<file path="config.mk">
export PLATFORM = sky130hd
export DESIGN_NAME = stage_mm
export DESIGN_NICKNAME = d
export VERILOG_FILES = /design/src/rtl/stage_mm.sv
export SDC_FILE = /design/constraint.sdc
export NUM_CORES = 1
export LEC_CHECK = 0
export BUFFER_PORTS_ARGS = -buffer_cell sky130_fd_sc_hd__buf_2
export CAP_MARGIN = 20
export CORE_UTILIZATION = 55
export CTS_BUF_LIST = sky130_fd_sc_hd__clkbuf_16
export DETAILED_ROUTE_END_ITERATION = 8
export PLACE_DENSITY = 0.95
export SETUP_SLACK_MARGIN = 0.3
export SYNTH_ARGS = -nofsm -noshare
export SYNTH_HDL_FRONTEND = slang
export SYNTH_SLANG_ARGS = --single-unit
</file>
<file path="constraint.sdc">
create_clock -name clk -period 4.3 [get_ports clk]
set_clock_uncertainty 0.15 [all_clocks]
set_input_delay 0.215 -clock clk [delete_from_list [all_inputs] [get_ports clk]]
set_output_delay 0.215 -clock clk [all_outputs]
set_load 0.02 [all_outputs]
</file>
<file path="src/rtl/stage_mm.sv">
// Memory stage: issues one data-bus transaction per load/store, formats load
// data, and registers the result into the write-back pipeline registers.
module stage_mm (
  input  logic        clk,
  input  logic        rst_n,
  input  logic        en,
  input  logic        stall,
  input  logic        flush,
  input  logic        reg_wr,
  input  logic [4:0]  reg_addr_rd,
  input  logic [31:0] reg_data_rd,
  input  logic        mem_rd,
  input  logic        mem_wr,
  input  logic [2:0]  mem_size,
  input  logic [31:0] store_data,
  output logic        dmem_req,
  output logic        dmem_we,
  output logic [31:0] dmem_addr,
  output logic [3:0]  dmem_be,
  output logic [31:0] dmem_wdata,
  input  logic [31:0] dmem_rdata,
  input  logic        dmem_ack,
  output logic        stall_req,
  output logic        misalign,
  output logic        out_reg_wr,
  output logic [4:0]  out_reg_addr_rd,
  output logic [31:0] out_reg_data_rd,
  output logic        out_flush
);

  localparam int DATA_W     = 32;
  localparam int REG_ADDR_W = 5;

  localparam logic [2:0] SZ_B  = 3'b000;
  localparam logic [2:0] SZ_H  = 3'b001;
  localparam logic [2:0] SZ_W  = 3'b010;
  localparam logic [2:0] SZ_BU = 3'b100;
  localparam logic [2:0] SZ_HU = 3'b101;

  typedef enum logic [1:0] {S_IDLE, S_BUSY, S_DONE} state_t;

  state_t                  state_q, state_d;
  logic                    req_q, req_d;
  logic                    we_q, we_d;
  logic [DATA_W-1:0]       addr_q, addr_d;
  logic [3:0]              be_q, be_d;
  logic [DATA_W-1:0]       wdata_q, wdata_d;
  logic [2:0]              size_q, size_d;
  logic [1:0]              off_q, off_d;
  logic [DATA_W-1:0]       ld_data_q, ld_data_d;
  logic                    misalign_q, misalign_d;
  logic                    out_wr_q, out_wr_d;
  logic [REG_ADDR_W-1:0]   out_addr_q, out_addr_d;
  logic [DATA_W-1:0]       out_data_q, out_data_d;
  logic                    out_flush_q, out_flush_d;

  logic mem_op, bad, issue;

  function automatic logic [3:0] store_be(input logic [2:0] size, input logic [1:0] off);
    logic [3:0] be;
    case (size)
      SZ_B:    be = 4'b0001 << off;
      SZ_H:    be = off[1] ? 4'b1100 : 4'b0011;
      default: be = 4'b1111;
    endcase
    return be;
  endfunction

  function automatic logic [DATA_W-1:0] store_lanes(input logic [2:0] size,
                                                     input logic [DATA_W-1:0] d);
    logic [DATA_W-1:0] w;
    case (size)
      SZ_B:    w = {4{d[7:0]}};
      SZ_H:    w = {2{d[15:0]}};
      default: w = d;
    endcase
    return w;
  endfunction

  function automatic logic [DATA_W-1:0] load_format(input logic [2:0] size,
                                                     input logic [1:0] off,
                                                     input logic [DATA_W-1:0] w);
    logic [7:0]        b;
    logic [15:0]       h;
    logic [DATA_W-1:0] r;
    case (off)
      2'd0:    b = w[7:0];
      2'd1:    b = w[15:8];
      2'd2:    b = w[23:16];
      default: b = w[31:24];
    endcase
    h = off[1] ? w[31:16] : w[15:0];
    case (size)
      SZ_B:    r = {{24{b[7]}}, b};
      SZ_H:    r = {{16{h[15]}}, h};
      SZ_BU:   r = {24'd0, b};
      SZ_HU:   r = {16'd0, h};
      default: r = w;
    endcase
    return r;
  endfunction

  assign mem_op = en && !flush && (mem_rd || mem_wr);
  assign bad    = mem_op && ((((mem_size == SZ_H) || (mem_size == SZ_HU)) && reg_data_rd[0]) ||
                             ((mem_size == SZ_W) && (reg_data_rd[1:0] != 2'b00)));
  assign issue  = (state_q == S_IDLE) && mem_op && !bad;

  assign stall_req = issue || (state_q == S_BUSY);

  always_comb begin
    state_d     = state_q;
    req_d       = req_q;
    we_d        = we_q;
    addr_d      = addr_q;
    be_d        = be_q;
    wdata_d     = wdata_q;
    size_d      = size_q;
    off_d       = off_q;
    ld_data_d   = ld_data_q;
    misalign_d  = 1'b0;
    out_wr_d    = out_wr_q;
    out_addr_d  = out_addr_q;
    out_data_d  = out_data_q;
    out_flush_d = out_flush_q;

    case (state_q)
      S_IDLE: begin
        if (issue) begin
          state_d = S_BUSY;
          req_d   = 1'b1;
          we_d    = mem_wr;
          addr_d  = {reg_data_rd[31:2], 2'b00};
          be_d    = mem_wr ? store_be(mem_size, reg_data_rd[1:0]) : 4'b1111;
          wdata_d = store_lanes(mem_size, store_data);
          size_d  = mem_size;
          off_d   = reg_data_rd[1:0];
        end else if (bad) begin
          misalign_d = 1'b1;
        end
      end
      // The bus completes regardless of global stall or flush once issued.
      S_BUSY: begin
        if (dmem_ack) begin
          state_d   = S_DONE;
          req_d     = 1'b0;
          ld_data_d = load_format(size_q, off_q, dmem_rdata);
        end
      end
      S_DONE: begin
        if (en && !stall) state_d = S_IDLE;
      end
      default: state_d = S_IDLE;
    endcase

    if (en && !stall) begin
      if (stall_req) begin
        out_wr_d    = 1'b0;
        out_flush_d = 1'b1;
      end else begin
        out_wr_d    = reg_wr && !flush && !mem_wr && !bad;
        out_addr_d  = reg_addr_rd;
        out_data_d  = mem_rd ? ld_data_q : reg_data_rd;
        out_flush_d = flush;
      end
    end
  end

  always_ff @(posedge clk or negedge rst_n) begin
    if (!rst_n) begin
      state_q     <= S_IDLE;
      req_q       <= 1'b0;
      we_q        <= 1'b0;
      addr_q      <= '0;
      be_q        <= '0;
      wdata_q     <= '0;
      size_q      <= '0;
      off_q       <= '0;
      ld_data_q   <= '0;
      misalign_q  <= 1'b0;
      out_wr_q    <= 1'b0;
      out_addr_q  <= '0;
      out_data_q  <= '0;
      out_flush_q <= 1'b1;
    end else begin
      state_q     <= state_d;
      req_q       <= req_d;
      we_q        <= we_d;
      addr_q      <= addr_d;
      be_q        <= be_d;
      wdata_q     <= wdata_d;
      size_q      <= size_d;
      off_q       <= off_d;
      ld_data_q   <= ld_data_d;
      misalign_q  <= misalign_d;
      out_wr_q    <= out_wr_d;
      out_addr_q  <= out_addr_d;
      out_data_q  <= out_data_d;
      out_flush_q <= out_flush_d;
    end
  end

  assign dmem_req        = req_q;
  assign dmem_we         = we_q;
  assign dmem_addr       = addr_q;
  assign dmem_be         = be_q;
  assign dmem_wdata      = wdata_q;
  assign misalign        = misalign_q;
  assign out_reg_wr      = out_wr_q;
  assign out_reg_addr_rd = out_addr_q;
  assign out_reg_data_rd = out_data_q;
  assign out_flush       = out_flush_q;

endmodule

</file>
==> metrics.csv <==
stage;metric;value;unit
setup_path;Crit path max-delay family;buffers and inverters;
setup_path;CP arrival;2.94;ns
synthesis;register area share after synthesis;53.5;%
grt;initial antenna violation count;0;
setup_path;Crit-path slowest cell;o41a_1;
drt;DRC viols;0;
synthesis;mux share of post-synthesis cell area;27.1;%
synthesis;XOR/XNOR share of the synthesized area;0;%
synthesis;largest family of logic cells by synthesized area;multiplexers;
synthesis;cell count after synthesis;559;
power_and_ir_drop;Pwr per Cell Area;662;nW/µm²
synthesis;most common cell in the synthesized netlist;dfrtp_1;
floorplan;core area;12100;µm²
synthesis;Compound-Gate Fraction of Synth Area;9.33;%
drt;Final ANT Viol Nets;0;
synthesis;number of synthesized flops with an enable pin;0;
layout;ratio of cells with drive above 1 in the final layout;44.8;%
floorplan;initial core utilization;56.8;%
setup_path;critical path launch point type;input port;
min_path;HP Class;in -> reg;
drt;DR iter-0 viols;534;
sta;hold_ws;0.000167;ns
layout;n_diodes;0;
synthesis;YS warnings;0;
drt;DR pass1 iterations;7;
clock_network;htree depth;4;
sta;Fin Setup TNS;0;ns
placement;post-DP HPWL;12400;µm
sta;RSZ-0062 raised after global routing;false;
setup_path;crit-path max FO;26;
job;max cap viols;0;
synthesis;Post-synth ARST share;100;%
placement;Port Buf Inserts;221;
synthesis;Post-Synth Adder-Cell Area;0;%
clock_network;CTS buffer count;17;
grt;gr ovfl total;0;
sta;setup violators final;0;
power_and_ir_drop;P_leak;4.28;nW
clock_network;Gates resized, CTS repair;0;
placement;GPL Wtd Cong;0.830;
clock_network;clk_lat worst skew;0.42;ns
drt;routed vias;5992;
layout;Post-layout nets;964;
sta;Period Utilization, post-route;64.8;%
setup_path;CP Capture Type;flip-flop;
setup_path;critical path type;in -> reg;
sta;final hold vios;0;
sta;relative slew slack;29.2;%
drt;Avg WL per Cell;20.7;µm
clock_network;CTS sink cnt;147;
clock_network;clk buf depth;2;
setup_path;crit-path cells;dlygate4sd3_1, buf_2, o41a_1, a21oi_4, buf_4, mux2_2;
synthesis;Post-synth top cells;146 x dfrtp_1, 119 x mux2_2, 71 x a21oi_1;
setup_path;CP peak stage delay;0.64;ns
floorplan;cell row count;40;
grt;global-route wire length before repair;33400;µm
grt;vias in the first global route;6285;
sta;FMAX;359;MHz
synthesis;post-synth top area share;53.1;%
synthesis;Netlist Area Pre-Place;6880;µm²
grt;largest net degree at the start of global routing;71;
sta;max-slew violation count;0;
power_and_ir_drop;Max VDD drop;0.480;mV
synthesis;top cells by area, synth;dfrtp_1 53%, mux2_2 19%, a21oi_1 5.2%, mux2_1 4.1%, mux2i_1 3.2%;
clock_network;Reg clk slew, reported paths;0.07;ns
setup_path;worst path bufs/invs;3;
floorplan;Die W;114;µm
layout;Post-Layout Cell Count;1031;
synthesis;post-synth cell types;41;
floorplan;die area;13000;µm²
placement;cell count after placement;920;
synthesis;simple-gate area share of the yosys netlist;6.68;%
clock_network;Root Driver;clkbuf_16;
floorplan;Die H;114;µm
drt;Vias/cell;5.81;
setup_path;CP Data Required Time;4.46;ns
clock_network;TritonCTS clock tree;done;
drt;total wire length;21300;µm
sta;Period minus WS final;2.79;ns
floorplan;# IOs;224;
synthesis;Post-synth top flop;dfrtp_1;
synthesis;Yosys reg bits;147;
synthesis;Avg Cell Area, Syn;12.3;µm²
sta;Least-Margin Pin Slew;1.06;ns
synthesis;Synth area leader;dfrtp_1;
layout;area grow syn2layout;37.1;%
run_status;status;finished clean;
grt;gr usage total;34.3;%
-- state kept, by name, summed over array words and instances (netlist names) --
signal / flops
dmem_wdata: 32
ld_data_q: 32
out_reg_data_rd: 32
dmem_addr: 30
out_reg_addr_rd: 5
dmem_be: 4
size_q: 3
off_q: 2
state_q: 2
dmem_req: 1
dmem_we: 1
misalign: 1
out_flush: 1
out_reg_wr: 1
-- kinds of logic after synthesis --
| family | Yosys count |
|---|---|
| mux | 167 |
| flops | 147 |
| compound gates | 115 |
| simple gates | 88 |
| buf+inv | 41 |
| other cells | 1 |
-- report_power, final --
group	internal (mW)	total (mW)	switching [mW]
Sequential	2.02	2.46	0.443
Clock	0.777	1.34	0.566
Combinational	1.03	2.44	1.41
Total	3.82	6.24	2.42
-- stage by stage --
stage | util, % | power [mW] | worst slack, ns | cell area [µm²]
after detailed placement | 66.9 | 4.73 | 1.55 | 8100
final | 77.8 | 6.24 | 1.51 | 9430
after global placement | 66.6 | 4.59 | 1.68 | 8070
after floorplan | - | 3.87 | 2.36 | 6880
after CTS | 77.8 | 6.15 | 1.54 | 9430
after global routing | 77.8 | 6.52 | 1.41 | 9430
-- routing by layer --
| layer | GRT usage, % | part of all wire, % | vias up | routed length, µm |
|---|---|---|---|---|
| li1 | - | - | 2598 | - |
| met1 | 39.6 | 36 | 2920 | 7730 |
| met2 | 58.4 | 50 | 388 | 10700 |
| met3 | 9.99 | 9.2 | 86 | 1960 |
| met4 | 17.1 | 4.3 | 0 | 915 |
| met5 | 0 | 0 | - | 0 |
-- path summary, 6_finish.rpt --
kind | start | end | slack [ns] | cells after the start
min in group asynchronous | rst_n | out_reg_data_rd[29] | 0.25 | 2
setup / recovery | mem_size[2] | out_reg_data_rd[13] | 1.51 | 6
hold / removal | dmem_rdata[21] | ld_data_q[21] | 0.0002 | 3
hold reg to reg | dmem_req | dmem_req | 0.33 | 1
setup reg to reg | state_q[0] | out_flush | 1.69 | 6
max in group asynchronous | rst_n | size_q[0] | 2.74 | 3
-- tightest hold or removal path, cell delays in order --
cell	delay, ns
buf_2	0.11
a21oi_1	0.07
a21oi_1	0.14
-- timing repair --
action	4_1_cts	5_1_grt
hold endpoints to repair	150	0
endpoints found under the setup margin	0	0
buffers inserted	0	0
hold buffers	80	0
-- cell type report --
class,instances,area (µm²)
well taps,168,210
clock buffers,17,425
repair buffers,311,2010
flip-flops and latches,147,3680
inverters,2,7.51
multi-input cells,372,2990
fillers,695,2690
clock inverters,14,101
-- cells in the final DEF, fill, tap and decap left out, types with 2 or more instances in the layout --
cell           synthesis  layout
a21oi_1               71      70
a41oi_1                3       3
buf_2                  5     220
buf_4                  4       9
clkbuf_16              0      17
clkinv_1               0       2
clkinv_2               0       4
clkinv_4               0       2
clkinvlp_4             0       2
conb_1                 1       2
dfrtp_1              146     146
dlygate4sd3_1          0      80
inv_1                  1       4
mux2_1                25      25
mux2_2               119     119
mux2i_1               22      22
nand2_1               18      18
nand2b_1              12      12
nand3_1                2       2
nand3b_1              10      10
nor2_1                29      27
nor2b_1                6       6
o211ai_1               2       2
o21ai_0               28      28
or3_1                  5       5
Power figures use the tool's default switching activity.
